[config.mk]
export PLATFORM = sky130hd
export DESIGN_NAME = bp_pht_lookup
export DESIGN_NICKNAME = d
export VERILOG_FILES = /design/src/rtl/bp_pht_lookup.sv
export SDC_FILE = /design/constraint.sdc
export NUM_CORES = 1
export LEC_CHECK = 0
export BUFFER_PORTS_ARGS = -buffer_cell sky130_fd_sc_hd__buf_2
export CAP_MARGIN = 30
export CELL_PAD_IN_SITES_DETAIL_PLACEMENT = 0
export CELL_PAD_IN_SITES_GLOBAL_PLACEMENT = 2
export CORE_ASPECT_RATIO = 0.6
export CORE_UTILIZATION = 38
export CTS_CLUSTER_DIAMETER = 200
export DETAILED_ROUTE_END_ITERATION = 16
export GPL_ROUTABILITY_DRIVEN = 0
export GPL_TIMING_DRIVEN = 0
export PLACE_DENSITY = 0.87
export SYNTH_ARGS = -nofsm -noshare
export SYNTH_HDL_FRONTEND = slang
export SYNTH_SLANG_ARGS = --single-unit
[constraint.sdc]
create_clock -name clk -period 2.04 [get_ports clk]
set_input_delay 0 -clock clk [delete_from_list [all_inputs] [get_ports clk]]
set_output_delay 0 -clock clk [all_outputs]
set_load 0.005 [all_outputs]
[src/rtl/bp_pht_lookup.sv]
// Pattern history table of 2-bit saturating counters: 1-cycle lookup port, single-cycle update port.
// Optional gshare indexing (global history XOR PC index) enabled by defining PHT_GSHARE_EN.
module bp_pht_lookup #(
    parameter int unsigned  ENTRIES = 32,
    parameter logic [1:0]   RST_CTR = 2'b01,
    localparam int unsigned IDX_W   = $clog2(ENTRIES)
) (
    input  logic             clk,
    input  logic             rst_n,
    input  logic             lookup_valid,
    input  logic [31:0]      lookup_pc,
    output logic             pred_valid,
    output logic             pred_taken,
    output logic [1:0]       pred_ctr,
`ifdef PHT_GSHARE_EN
    output logic [IDX_W-1:0] pred_ghr,
    input  logic [IDX_W-1:0] upd_ghr,
`endif
    input  logic             upd_valid,
    input  logic [31:0]      upd_pc,
    input  logic             upd_taken
);

    logic [ENTRIES-1:0][1:0] ctr_q, ctr_d;
    logic                    pred_valid_q, pred_valid_d;
    logic [1:0]              pred_ctr_q, pred_ctr_d;
    logic [IDX_W-1:0]        lkp_idx, upd_idx;
    logic [1:0]              upd_old, upd_new, lkp_val;

    logic unused_pc_bits;
    assign unused_pc_bits = ^{lookup_pc[31:IDX_W+2], lookup_pc[1:0],
                              upd_pc[31:IDX_W+2], upd_pc[1:0]};

`ifdef PHT_GSHARE_EN
    logic [IDX_W-1:0] ghr_q, ghr_d;
    logic [IDX_W-1:0] pred_ghr_q, pred_ghr_d;

    // Lookup hashes with the pre-shift history; update uses the snapshot carried down the pipe.
    assign lkp_idx = lookup_pc[IDX_W+1:2] ^ ghr_q;
    assign upd_idx = upd_pc[IDX_W+1:2] ^ upd_ghr;

    always_comb begin
        ghr_d      = ghr_q;
        pred_ghr_d = pred_ghr_q;
        if (upd_valid) begin
            ghr_d = (ghr_q << 1) | IDX_W'(upd_taken);
        end
        if (lookup_valid) begin
            pred_ghr_d = ghr_q;
        end
    end

    always_ff @(posedge clk or negedge rst_n) begin
        if (!rst_n) begin
            ghr_q      <= '0;
            pred_ghr_q <= '0;
        end else begin
            ghr_q      <= ghr_d;
            pred_ghr_q <= pred_ghr_d;
        end
    end

    assign pred_ghr = pred_ghr_q;
`else
    assign lkp_idx = lookup_pc[IDX_W+1:2];
    assign upd_idx = upd_pc[IDX_W+1:2];
`endif

    always_comb begin
        upd_old = ctr_q[upd_idx];
        if (upd_taken) begin
            upd_new = (upd_old == 2'b11) ? 2'b11 : upd_old + 2'b01;
        end else begin
            upd_new = (upd_old == 2'b00) ? 2'b00 : upd_old - 2'b01;
        end

        ctr_d = ctr_q;
        if (upd_valid) begin
            ctr_d[upd_idx] = upd_new;
        end

        // Write-first: a same-edge update to the looked-up entry is forwarded.
        lkp_val = (upd_valid && (upd_idx == lkp_idx)) ? upd_new : ctr_q[lkp_idx];

        pred_valid_d = lookup_valid;
        pred_ctr_d   = pred_ctr_q;
        if (lookup_valid) begin
            pred_ctr_d = lkp_val;
        end
    end

    always_ff @(posedge clk or negedge rst_n) begin
        if (!rst_n) begin
            ctr_q        <= {ENTRIES{RST_CTR}};
            pred_valid_q <= 1'b0;
            pred_ctr_q   <= 2'b00;
        end else begin
            ctr_q        <= ctr_d;
            pred_valid_q <= pred_valid_d;
            pred_ctr_q   <= pred_ctr_d;
        end
    end

    assign pred_valid = pred_valid_q;
    assign pred_ctr   = pred_ctr_q;
    assign pred_taken = pred_ctr_q[1];

endmodule

Word level (Yosys, flattened, before mapping)

Index checks and enable logic that the tools add are counted.

Add/subtract/negate cells: 2
Multiply operators: 0
Div/mod/pow operators: 0
$lt $le $gt $ge: 3
Equality and inequality tests: 2
Shift-type cells: 0
Mux-type cells: 11
Bitwise gates (word level): 0
Reductions and logical operators: 3

Operator list:

| operator                                                           | count |
|---|---|
| bitwise mux 64 bit                                                 | 1 |
| binary-select mux 2 bit (select 5 bit)                             | 2 |
| two-way mux 2 bit                                                  | 7 |
| less-than comparator 5 x 6 -> 1 bit (second input constant)        | 2 |
| demux 2 bit (select 5 bit)                                         | 1 |
| equality test 5 bit                                                | 1 |
| greater-or-equal comparator 5 x 1 -> 1 bit (second input constant) | 1 |
| adder 2 x 1 -> 2 bit (second input constant)                       | 1 |
| equality test 2 bit (second input constant)                        | 1 |
| logical AND 1 bit                                                  | 2 |
| logical NOT 2 bit                                                  | 1 |
| subtractor 2 x 1 -> 2 bit (second input constant)                  | 1 |

Bits in registers: 67
Latch bits: 0
Bits in writable memories: 0
Bits in read-only memories: 0
Output and inout bits: 4
Logic and storage cells: 55
Memories kept: 0

Longest topological paths before layout

Depth in word-level cells: 6
Gate-level depth with buffers: 9
Gate-level depth less buffers: 6

Least setup slack after synthesis

OpenSTA, ideal clock, no wires.

Path kind: register -> register
Start: register ctr_q[58] in the netlist's numbering
End: register pred_ctr_q[0] (netlist: pred_ctr[0])
Setup time: 0.126 ns
Data arrival time: 1.706 ns
Data required time: 1.914 ns
Path slack: 0.208 ns
Stages on the path, launching flop included: 6
Path buffers: 0
Period minus slack after synthesis: 1.832 ns
Path through: dfstp_2 mux4_1 mux4_2 mux2i_1 nor2_1 a221o_1

Longest elaborated chain between the ends: 6
Elaborated cells on any way between the ends: 12

Ends and longest elaborated chain:

| element                                                 | line   | text |
|---|---|---|
| start, declared                                         | 24     | `logic [ENTRIES-1:0][1:0] ctr_q, ctr_d;` |
| start signal, assigned                                  | 94     | `ctr_q <= {ENTRIES{RST_CTR}};` |
| start signal, assigned                                  | 98     | `ctr_q <= ctr_d;` |
| binary-select mux 2 bit (select 5 bit)                  | 70     | `upd_old = ctr_q[upd_idx];` |
| two-way mux 2 bit (implied by the code)                 | 70     |  |
| subtractor 2 x 1 -> 2 bit, or another cell as far along | 74     | `upd_new = (upd_old == 2'b00) ? 2'b00 : upd_old - 2'b01;` |
| two-way mux 2 bit, on equally long branches             | 74, 72 |  |
| two-way mux 2 bit                                       | 71     | `if (upd_taken) begin` |
| two-way mux 2 bit *                                     | 83     | `lkp_val = (upd_valid && (upd_idx == lkp_idx)) ? upd_new : ctr_q[lkp_idx];` |
| end signal, assigned                                    | 100    | `pred_ctr_q <= pred_ctr_d;` |
| end, declared                                           | 26     | `logic [1:0] pred_ctr_q, pred_ctr_d;` |

Every way passes the cells marked *; elsewhere a longest branch is shown, timed or not. The select of a mux whose other input is x is not followed.
A chain may end at the register's enable or synchronous reset.

Worst setup path in the final report

Start: register ctr_q[1] in the netlist's numbering
End: register ctr_q[35] in the netlist's numbering

Longest elaborated chain between the ends: 6
Elaborated cells on any way between the ends: 10

Ends and longest elaborated chain:

| element                                                 | line   | text |
|---|---|---|
| binary-select mux 2 bit (select 5 bit) *                | 70     |  |
| two-way mux 2 bit (implied by the code) *               | 70     |  |
| subtractor 2 x 1 -> 2 bit, or another cell as far along | 74     |  |
| two-way mux 2 bit, on equally long branches             | 74, 72 |  |
| two-way mux 2 bit *                                     | 71     |  |
| bitwise mux 64 bit *                                    | 79     | `ctr_d[upd_idx] = upd_new;` |

Marks and branches as above.

==> results.ini <==
[status]
outcome=finished with violations
violations=setup timing

[global_route]
grt_remaining_overflow=0
grt_pass1_vias=2915
antenna_found_initial=0
grt_pass1_wl_um=18350
grt_start_max_net_pins=68
grt.total_usage_pct=22.83

[drt]
viasPerCell=6.106
wl_per_cell_um=24.82
ant_nets=0
drt_iter0_markers=273
firstDrtPassIters=6
vias=3120
drc=0
routed_wl_um=12680

[power]
pwr-share-comb_pct=28.9
clockPowerShare_pct=29.5
p_sw_mw=1.566
power_mw=5.177
power.internal_mw=3.611
cellPowerDensity_nw_per_um2=1038
p_leak_nw=2.063
p_sw_share_pct=30.25
ir_worst_vdd_uv=468.2
pwr-share-seq_pct=41.5

[floorplan]
start_util_pct=39.39
core_area_um2=10630
rows=29
dieArea_um2=11460
dieHeight_um=83.32
die_w_um=137.5
ioPinCount=73

[finish]
nNetsFinal=436
final_area_um2=4986
drive_gt1_share_pct=49.19
area_delta_synth_final_pct=19.06
antenna_cells=0
fillers=971

[clocking]
cts.sinks=67
clkLatencyLatePin_ns=0.34
cts_buffers=9
path_clk_slew_ns=0.06
cts_tree=done
clk_path_buf_depth=2
cts_root_buffer=clkbuf_16
htree_levels=3

[flow_run]
maxCapViolations=0

[placed_design]
placed_area_um2=4434
port_buffers=14
hpwl_um=8698

[sta]
finalClockSkew_ns=0.005430
fmax_mhz=453.8
maxSlewHeadroom_pct=31.38
layout_setup_ws_ns=-0.1636
fin_crit_ns=2.204
finalCritPeriodShare_pct=108.0
tightest_slew_ns=1.027
setup_violations=64
hold_viol_final=0
slew_violations=0
rsz0062_at_grt=true

[synthesis]
synth.yosys.seq_area_share_pct=40.99
synth.yosys.warnings=0
yosysTopAreaCell=dfrtp_1
ys_types=40
yosys_register_bits=67
netlist_area_um2=4188
netlist_instances=336
synth_nets=405
syn_avg_cell_area_um2=12.46
ys_top_cells_by_area=dfrtp_1 (21%), dfstp_2 (20%), mux2_2 (17%)
synth_top_area_share_pct=20.91

[critical_path]
setup.worst_path.start_class=flip-flop
endpoint_kind=flip-flop
worst-path-max-fanout=7
critPathKind=flip-flop to flip-flop
required_ns=2.26
r2r_cells=7
arrival_ns=2.43

[worst_hold_path]
hold_depth=4
worstHoldPathType=input port to flip-flop

-- Yosys cell counts, drive strengths merged --
cell type,instances
or2,3
a221o,2
nor2,23
mux4,19
or3,2
nor3b,1
inv,4
or3b,6
a22oi,4
o31ai,1
xnor2,1
and3b,1
xor2,4
buf,23
mux2i,37
clkbuf,3
nand4,1
nor3,10
dfstp,32
and3,2
o21ai,2
o221ai,9
nand2b,4
o22ai,4
dfrtp,35
maj3,2
nor4,1
nand3b,6
mux2,64
nand2,22
nand3,8
-- sequential cells by signal, indices dropped and copies added, names as in the netlist --
name,flops
ctr_q,64
pred_ctr,2
pred_valid,1
-- per-stage QoR --
| step | instances | hold slack (ns) | util, % | worst slack [ns] | setup TNS, ns |
|---|---|---|---|---|---|
| final | 511 | 0.1697 | 46.90 | -0.1636 | -7.729 |
| after global routing | 511 | 0.1730 | 46.90 | -0.2362 | -12.33 |
| after CTS | 509 | 0.1573 | 45.82 | -0.09204 | -4.644 |
| after detailed placement | 489 | 0.1365 | 41.71 | -0.4099 | -18.15 |
| after global placement | 489 | 0.1387 | 41.69 | -0.3849 | -18.12 |
| after floorplan | 336 | -0.2956 | - | 0.2084 | 0 |
-- logic make-up after synthesis --
logic type               synth area share, %
AO/OA/AOI/OAI                          4.093
XOR/XNOR                               1.046
adder cells (fa/ha/maj)               0.5378
buffers and inverters                  5.318
flip-flops                             40.99
multiplexers                           37.17
AND/OR/NAND/NOR                        10.85
-- cell usage in the layout, fill, tap and decap left out, drive strengths merged, types with 3 or more instances in the layout --
master / instances
a22oi: 4
buf: 40
clkbuf: 16
dfrtp: 35
dfstp: 32
inv: 4
mux2: 64
mux2i: 37
mux4: 19
nand2: 22
nand2b: 4
nand3: 8
nand3b: 6
nor2: 23
nor3: 10
o221ai: 9
o22ai: 4
or2: 3
or3b: 6
xor2: 4
-- final cells by class --
type | instances | area (um2) | share of cell area [%]
Sequential cell | 67 | 1717 | 34.43
Clock inverter | 4 | 51.30 | 1.029
Timing Repair Buffer | 20 | 147.6 | 2.961
Buffer | 26 | 212.7 | 4.266
Multi-Input combinational cell | 239 | 2432 | 48.78
Tap cell | 139 | 173.9 | 3.488
Inverter | 4 | 15.01 | 0.3011
Clock buffer | 12 | 236.5 | 4.743
-- critical path, stage by stage (launching register included) --
cell and delay [ns]:
dfrtp_1 0.41, mux2i_2 0.22, o221ai_1 0.14, a22oi_1 0.21, nand4_1 0.18, maj3_4 0.48, clkbuf_16 0.20, mux2_2 0.25
-- layer usage --
| layer | vias to the layer above | wire (um) | track usage (%) |
|---|---|---|---|
| met3 | 21 | 1298 | 8.303 |
| li1 | 1333 | - | - |
| met5 | - | 36 | 2.778 |
| met4 | 2 | 183 | 6.194 |
| met1 | 1591 | 6257 | 36.23 |
| met2 | 173 | 4906 | 27.78 |
-- power by group through the flow --
stage / Clock [mW] / Sequential (mW) / Combinational, mW
floorplan: 0 / 2.01 / 0.915
global placement: 0 / 2.10 / 1.25
detailed placement: 0 / 2.12 / 1.27
CTS: 1.56 / 2.12 / 1.38
global route: 1.62 / 2.19 / 1.59
finish: 1.53 / 2.15 / 1.50
-- path summary, 6_finish.rpt --
path / startpoint / to / slack [ns]
worst max-delay path: ctr_q[1]$_DFFE_PN0P_ / ctr_q[35]$_DFFE_PN0P_ / -0.16
worst min-delay path: lookup_pc[4] / pred_ctr[0]$_DFFE_PN0P_ / 0.17
worst max register to register: ctr_q[1]$_DFFE_PN0P_ / ctr_q[35]$_DFFE_PN0P_ / -0.16
worst min register to register: pred_ctr[0]$_DFFE_PN0P_ / pred_ctr[0]$_DFFE_PN0P_ / 0.53
max in group asynchronous: rst_n / ctr_q[17]$_DFFE_PN0P_ / 1.14
min in group asynchronous: rst_n / ctr_q[11]$_DFFE_PN0P_ / 0.30
-- what timing repair did --
| action | in CTS | in global routing |
|---|---|---|
| endpoints found under the setup margin | 64 | 66 |
| gates cloned | 1 | 2 |
| setup buffers | 1 | 0 |
| resized for setup | 32 | 21 |
| pin swaps | 9 | 5 |
| hold buffers | 2 | 0 |
| hold endpoints to repair | 36 | 0 |
No activity file was read; power rests on OpenSTA's default activity.
